**src/rtl/noc_input_buffer.sv**
```systemverilog
// NoC router input port: flit FIFO plus a packet FSM that requests the crossbar for
// well-formed packets and silently drains malformed ones. INBUF_DROP_CNT_EN adds drop_cnt.
module noc_input_buffer #(
  parameter int unsigned DEPTH  = 8,
  parameter int unsigned FLIT_W = 32
) (
  input  logic              clk,
  input  logic              rst,
  input  logic [FLIT_W-1:0] flit_in,
  input  logic              valid_in,
  output logic              ready_out,
  input  logic              grant,
  output logic              req,
  output logic [2:0]        flit_id,
  output logic [11:0]       length,
  output logic [FLIT_W-1:0] flit_out,
`ifdef INBUF_DROP_CNT_EN
  output logic [7:0]        drop_cnt,
`endif
  output logic              valid_out
);

  localparam int unsigned PtrW = $clog2(DEPTH);
  localparam int unsigned CntW = PtrW + 1;
  localparam logic [CntW-1:0] FullCnt = CntW'(DEPTH);
  localparam logic [2:0] IdHead = 3'b001;
  localparam logic [2:0] IdTail = 3'b100;

  typedef enum logic [1:0] {StIdle, StActive, StDrop} state_e;

  logic [FLIT_W-1:0] mem_q [DEPTH];
  logic [PtrW-1:0]   wr_ptr_q, wr_ptr_d;
  logic [PtrW-1:0]   rd_ptr_q, rd_ptr_d;
  logic [CntW-1:0]   count_q, count_d;
  state_e            state_q, state_d;
  logic [11:0]       len_q, len_d;

  logic              empty, full, wr_en, pop;
  logic              head_is_hdr, head_is_tail;
  logic [FLIT_W-1:0] head;
  logic [2:0]        head_id;

  always_comb begin
    empty        = (count_q == '0);
    full         = (count_q == FullCnt);
    head         = mem_q[rd_ptr_q];
    head_id      = empty ? 3'b000 : head[FLIT_W-1 -: 3];
    head_is_hdr  = (head_id == IdHead);
    head_is_tail = (head_id == IdTail);
    ready_out    = !full;
    // No bypass: a flit written this cycle reaches the head no earlier than next cycle.
    wr_en        = valid_in && !full && !rst;
    flit_id      = head_id;
    flit_out     = empty ? '0 : head;
    length       = head_is_hdr ? head[11:0] : len_q;
  end

  always_comb begin
    state_d   = state_q;
    len_d     = len_q;
    req       = 1'b0;
    valid_out = 1'b0;
    pop       = 1'b0;
    case (state_q)
      StIdle: begin
        req = head_is_hdr;
        if (head_is_hdr) begin
          state_d = StActive;
          len_d   = head[11:0];
        end else if (!empty) begin
          state_d = StDrop;
        end
      end
      StActive: begin
        req       = 1'b1;
        valid_out = grant && !empty;
        pop       = valid_out;
        if (pop && head_is_tail) state_d = StIdle;
      end
      StDrop: begin
        // Discard until the tail of the malformed packet, independent of the arbiter.
        pop = !empty;
        if (pop && head_is_tail) state_d = StIdle;
      end
      default: state_d = StIdle;
    endcase
  end

  always_comb begin
    wr_ptr_d = wr_en ? wr_ptr_q + PtrW'(1) : wr_ptr_q;
    rd_ptr_d = pop ? rd_ptr_q + PtrW'(1) : rd_ptr_q;
    count_d  = count_q + CntW'(wr_en) - CntW'(pop);
  end

  always_ff @(posedge clk) begin
    if (wr_en) mem_q[wr_ptr_q] <= flit_in;
  end

  always_ff @(posedge clk) begin
    if (rst) begin
      wr_ptr_q <= '0;
      rd_ptr_q <= '0;
      count_q  <= '0;
      state_q  <= StIdle;
      len_q    <= '0;
    end else begin
      wr_ptr_q <= wr_ptr_d;
      rd_ptr_q <= rd_ptr_d;
      count_q  <= count_d;
      state_q  <= state_d;
      len_q    <= len_d;
    end
  end

`ifdef INBUF_DROP_CNT_EN
  logic [7:0] drop_cnt_q, drop_cnt_d;

  always_comb begin
    drop_cnt_d = drop_cnt_q;
    if (state_q == StDrop && pop && drop_cnt_q != 8'hFF) drop_cnt_d = drop_cnt_q + 8'd1;
    drop_cnt = drop_cnt_q;
  end

  always_ff @(posedge clk) begin
    if (rst) drop_cnt_q <= '0;
    else     drop_cnt_q <= drop_cnt_d;
  end
`endif

endmodule

```
**config.mk**
```make
export PLATFORM = sky130hd
export DESIGN_NAME = noc_input_buffer
export DESIGN_NICKNAME = d
export VERILOG_FILES = /design/src/rtl/noc_input_buffer.sv
export SDC_FILE = /design/constraint.sdc
export NUM_CORES = 1
export LEC_CHECK = 0
export ABC_AREA = 0
export ABC_CLOCK_PERIOD_IN_PS = 5000
export CORE_MARGIN = 1
export CORE_UTILIZATION = 46
export CTS_CLUSTER_SIZE = 30
export DETAILED_ROUTE_END_ITERATION = 10
export GPL_TIMING_DRIVEN = 1
export PLACE_DENSITY = 0.72
export SETUP_SLACK_MARGIN = 0.2
export SLEW_MARGIN = 20
export SYNTH_ARGS = -nofsm -noshare
export SYNTH_HDL_FRONTEND = slang
export SYNTH_SLANG_ARGS = --single-unit
```
**constraint.sdc**
```tcl
create_clock -name clk -period 5 [get_ports clk]
set_clock_uncertainty 0.1 [all_clocks]
set_input_delay 0.5 -clock clk [delete_from_list [all_inputs] [get_ports clk]]
set_output_delay 0.5 -clock clk [all_outputs]
set_load 0.01 [all_outputs]
```
# Yosys cells after proc, flatten, opt, wreduce, memory -nomap -nowiden
# Memories as Yosys holds them, arrays and structs flattened. A register that Yosys moved wholly into a read port is not among the register bits.
# Index checks and enable logic that the tools add are counted.
[totals]
reg_bits = 24
input_bits = 36
output_inout_bits = 50
mem_bits_rw = 256
n_memories = 1
word_cells = 44
[mem_list]
columns = ["memory", "words", "width", "read_ports", "rd_clocked_by_memory_dff", "write_ports", "line_no", "text"]
rows = [
  ["mem_q", 8, 32, 1, 1, 1, "31", "logic [FLIT_W-1:0] mem_q [DEPTH];"],
]
[op_classes]
mux = 15
reduce_logical = 11
n_eq_ne = 8
add_sub_neg = 4
[ops]
columns = ["op", "count"]
rows = [
  ["32-bit 2-to-1 mux", 1],
  ["12-bit 2-to-1 mux", 1],
  ["3-bit 2-to-1 mux", 3],
  ["2-bit 2-to-1 mux", 4],
  ["3-bit by 1-bit adder with 3-bit output (second input constant)", 2],
  ["2-bit case mux with 3 select lines", 1],
  ["1-bit logical AND", 5],
  ["4-bit by 1-bit adder with 4-bit output", 1],
  ["4-bit == test (second input constant)", 1],
  ["4-bit zero test", 1],
  ["2-bit != test (second input constant)", 2],
  ["1-bit case mux with 2 select lines", 2],
  ["4-bit by 1-bit subtractor with 4-bit output", 1],
  ["3-bit by 1-bit == test with 1-bit output (second input constant)", 1],
  ["3-bit == test (second input constant)", 1],
  ["1-bit zero test", 3],
  ["1-bit 2-to-1 mux", 3],
  ["3-bit != test (second input constant)", 1],
  ["3-bit AND reduction", 1],
  ["2-bit by 1-bit == test with 1-bit output (second input constant)", 1],
  ["2-bit == test (second input constant)", 1],
  ["2-bit zero test", 1],
]

# Logic depth before layout (Yosys ltp)
[depth]
word_depth = 6
depth_mapped = 12
depth_no_buf = 12

# Least setup slack after synthesis
# OpenSTA, ideal clock, no wires.
[synth_timing]
path_type = "register to register"
start = "register count_q[2]"
end = "memory mem_q[0][0] (enable)"
path_stages_with_launch = 7
setup_ps = 461
arrival_time_ps = 3452
n_path_buf = 0
synth_period_minus_slack_ps = 4013
slack_ps = 987
cell_sequence = "dfxtp_1 -> inv_1 -> ha_1 -> or3b_2 -> nand2_1 -> or3_1 -> nor3_1"
[synth_between]
elab_chain_cells = 6
[synth_lines]
columns = ["element", "line_no", "text"]
rows = [
  ["start, declared", "34", "logic [CntW-1:0] count_q, count_d;"],
  ["start signal, assigned", "109", "count_q <= count_d;"],
  ["4-bit == test", "45", "full = (count_q == FullCnt);"],
  ["1-bit zero test", "-", ""],
  ["via ready_out", "11", "output logic ready_out,"],
  ["1-bit logical AND (2 in series)", "52", "wr_en = valid_in && !full && !rst;"],
  ["1-bit 2-to-1 mux", "96", "if (wr_en) mem_q[wr_ptr_q] <= flit_in;"],
  ["1-bit 2-to-1 mux (not written as such)", "96", ""],
  ["end, declared", "31", ""],
]
# The timed path passes the listed nets, and every way through them passes these cells.

==> summary.txt <==
Run status
  • Status: completed

Critical path
  • CP Data Arrival Time: 3.84 ns
  • Worst-path cell chain: buf_4 > mux2_2 > o22ai_2 > nor3_2 > buf_4 > nand3_2 > mux2_1 > clkdlybuf4s50_1
  • CP max stage delay: 0.80 ns
  • WP buf/inv: 3
  • Crit path to: length[6]
  • Critical Path End Type: output port
  • Flop2flop setup slack: 1.81 ns
  • Most Frequent Cell on Critical Path: buf_4
  • Setup CP Type: flip-flop to output port
  • Crit start category: flip-flop
  • R2r worst-path depth: 6
  • Critical Path RT: 4.40 ns
  • Slowest cell on crit path: dfxtp_4
  • WP depth: 8
  • Worst-path fanout max: 51
  • FF-to-FF End: state_q[1]
  • Crit-path leading delay family: buffers and inverters

Clock tree
  • TritonCTS Sinks: 283
  • Worst-path clk slew: 0.06 ns
  • Worst-case clock buffer depth: 3
  • CTS tree: done
  • H-tree levels: 1
  • Clock Latency Late Sink: 0.54 ns
  • CTS Buf Count: 27
  • Post-CTS Setup Repair Bufs: 0
  • Root Driver: clkbuf_16
  • CTS hold repair buffers: 0
  • Resized Gates After CTS: 0

GRT
  • Initial antenna violation count: 1
  • Largest net degree at the start of global routing: 52
  • First-pass GRT wire length: 34800 um
  • Total track usage: 18.0%
  • GRT overflow: 0
  • Vias in the first global route: 6200

Logic synthesis
  • Post-synthesis cell area: 11400 um^2
  • Async set-reset flop share out of synthesis: 0%
  • Seq/Total Area, Yosys: 72.1%
  • Yosys warns: 0
  • Post-synth EDFFs: 256
  • Syn nets: 657
  • Yosys reg bits: 283
  • Syn Inst Count: 610
  • Syn_area_per_cell: 18.7 um^2
  • Post-synth top flop: edfxtp_1
  • Synth unique cells: 52

Timing
  • Tmin final: 4.44 ns
  • Fmax: 225 MHz
  • Setup violations, final: 0
  • Slew Viols, Final: 0
  • Setup tns final: 0 ns
  • Fin crit share: 88.8%
  • Worst setup margin: 0.558 ns
  • Rel. slew slack: 39.4%
  • Worst-margin pin slew: 0.887 ns
  • RSZ-0062 raised after global routing: no
  • Hold Fails Final Rpt: 0

Placement
  • Post-DP Area: 12700 um^2
  • Pre-CTS setup slack: 1.11 ns
  • Port Buf Inserts: 85
  • Final Wtd Congestion: 0.828
  • DP Wirelength: 12800 um

Layout
  • Most frequent cells in the layout: edfxtp_1 (256), clkdlybuf4s50_1 (85), mux4_2 (58)
  • Commonest non-fill, non-tap cell in the layout: edfxtp_1
  • Final #Nets: 749
  • Final instance area: 13500 um^2
  • Ant. Diodes: 0
  • Fill count: 1859
  • Share of layout cells above drive strength 1: 20.6%
  • Area grow syn2layout: 18.1%

Drt
  • Via-to-Cell Ratio: 5.61
  • Post-route antenna net violation count: 0
  • DR pass1 iterations: 5
  • DRC Markers: 0
  • Detailed-route wire length: 22500 um
  • DR vias: 5867
  • DR iter-0 viols: 401
  • DR WL/cell: 21.5 um

Die
  • Initial Util: 46.9%
  • Row count: 57
  • IO Pins: 86
  • Die Ht: 160 um
  • Area of the core: 24300 um^2
  • Die width: 160 um
  • Die area: 25500 um^2

Power
  • P_leak: 4.21 nW
  • VDD IR max: 337 uV
  • Power Total: 5.76 mW
  • Pwr dens: 428 nW/um^2

Worst hold path
  • Worst Hold Path Cells: 2
  • Hold Crit Class: flip-flop to flip-flop

Job
  • Number of max-cap violations: 0
## tightest hold or removal path: stages, from the launching register on
cell	delay, ns
dfxtp_1	0.32
nand2_1	0.06
mux2i_1	0.05
## final cells by class
type                    instances  area [um^2]  share of cell area [%]
multi-input cells             280         3020                    22.4
well taps                     324          405                    3.01
clock inverters                20          131                   0.975
repair buffers                100          963                    7.15
clock buffers                  29          683                    5.07
inverters                      10         37.5                   0.278
flip-flops and latches        283         8240                    61.1
## per-layer routing
layer | up-vias | GRT usage [%] | share of wire, %
met3 | 34 | 3.75 | 6.8
met1 | 2998 | 23.3 | 42
met2 | 197 | 31.2 | 49
met4 | 2 | 4.02 | 1.8
li1 | 2636 | - | -
met5 | - | 0 | 0.040
## registers in the layout, indices dropped and copies added (netlist names), named ones only
signal and count:
len_q 12, rd_ptr_q 3, wr_ptr_q 3, mem_q 256
state_q 2, count_q 4
## cells in the mapped netlist (all sizes together), types with 3 or more instances
cell type  count  area share (%)
edfxtp       256              67
mux4          58              11
nor2          41             1.3
buf           27             1.3
dfxtp         27             4.7
mux2          27             2.7
mux2i         26             2.3
and2          15            0.82
nor3          15            0.70
a41oi         12            0.92
nor4          12            0.66
nand2         11            0.36
clkbuf        10            0.33
ha            10             1.1
inv           10            0.33
nand3          5            0.26
nor2b          5            0.27
a2111oi        4            0.36
nand2b         4            0.22
xor2           4            0.31
a21oi          3            0.13
o21ai          3            0.13
## worst min path at each step
| stage | to | start | slack, ns |
|---|---|---|---|
| floorplan | state_q[0] | state_q[0] | 0.35 |
| global placement | state_q[0] | state_q[0] | 0.37 |
| detailed placement | state_q[0] | state_q[0] | 0.38 |
| CTS | state_q[0] | state_q[0] | 0.39 |
| global route | state_q[0] | state_q[0] | 0.43 |
| finish | state_q[0] | state_q[0] | 0.39 |
## stage by stage
stage	hold slack [ns]	cells	utilization [%]
2_1_floorplan	0.352	610	-
3_3_place_gp	0.375	997	52.1
3_5_place_dp	0.379	997	52.1
4_1_cts	0.388	1046	55.4
5_1_grt	0.434	1046	55.4
6_report	0.387	1046	55.4
## power breakdown
group	internal [mW]	total, mW	switching [mW]	leakage (nW)
Clock	1.04	1.87	0.828	0.405
Sequential	2.68	2.72	0.0467	2.53
Combinational	0.573	1.17	0.600	1.28
## logic make-up (layout without fill, tap and decap cells)
logic type | after synthesis | count (layout) | share of synthesized area [%]
mux | 111 | 111 | 16.4
compound gates | 31 | 31 | 2.27
flops | 283 | 283 | 72.1
buf+inv | 47 | 159 | 1.98
fa+ha+maj | 11 | 11 | 1.27
simple gates | 121 | 121 | 5.52
xor+xnor | 6 | 6 | 0.460
(Power assumes the default switching activity.)
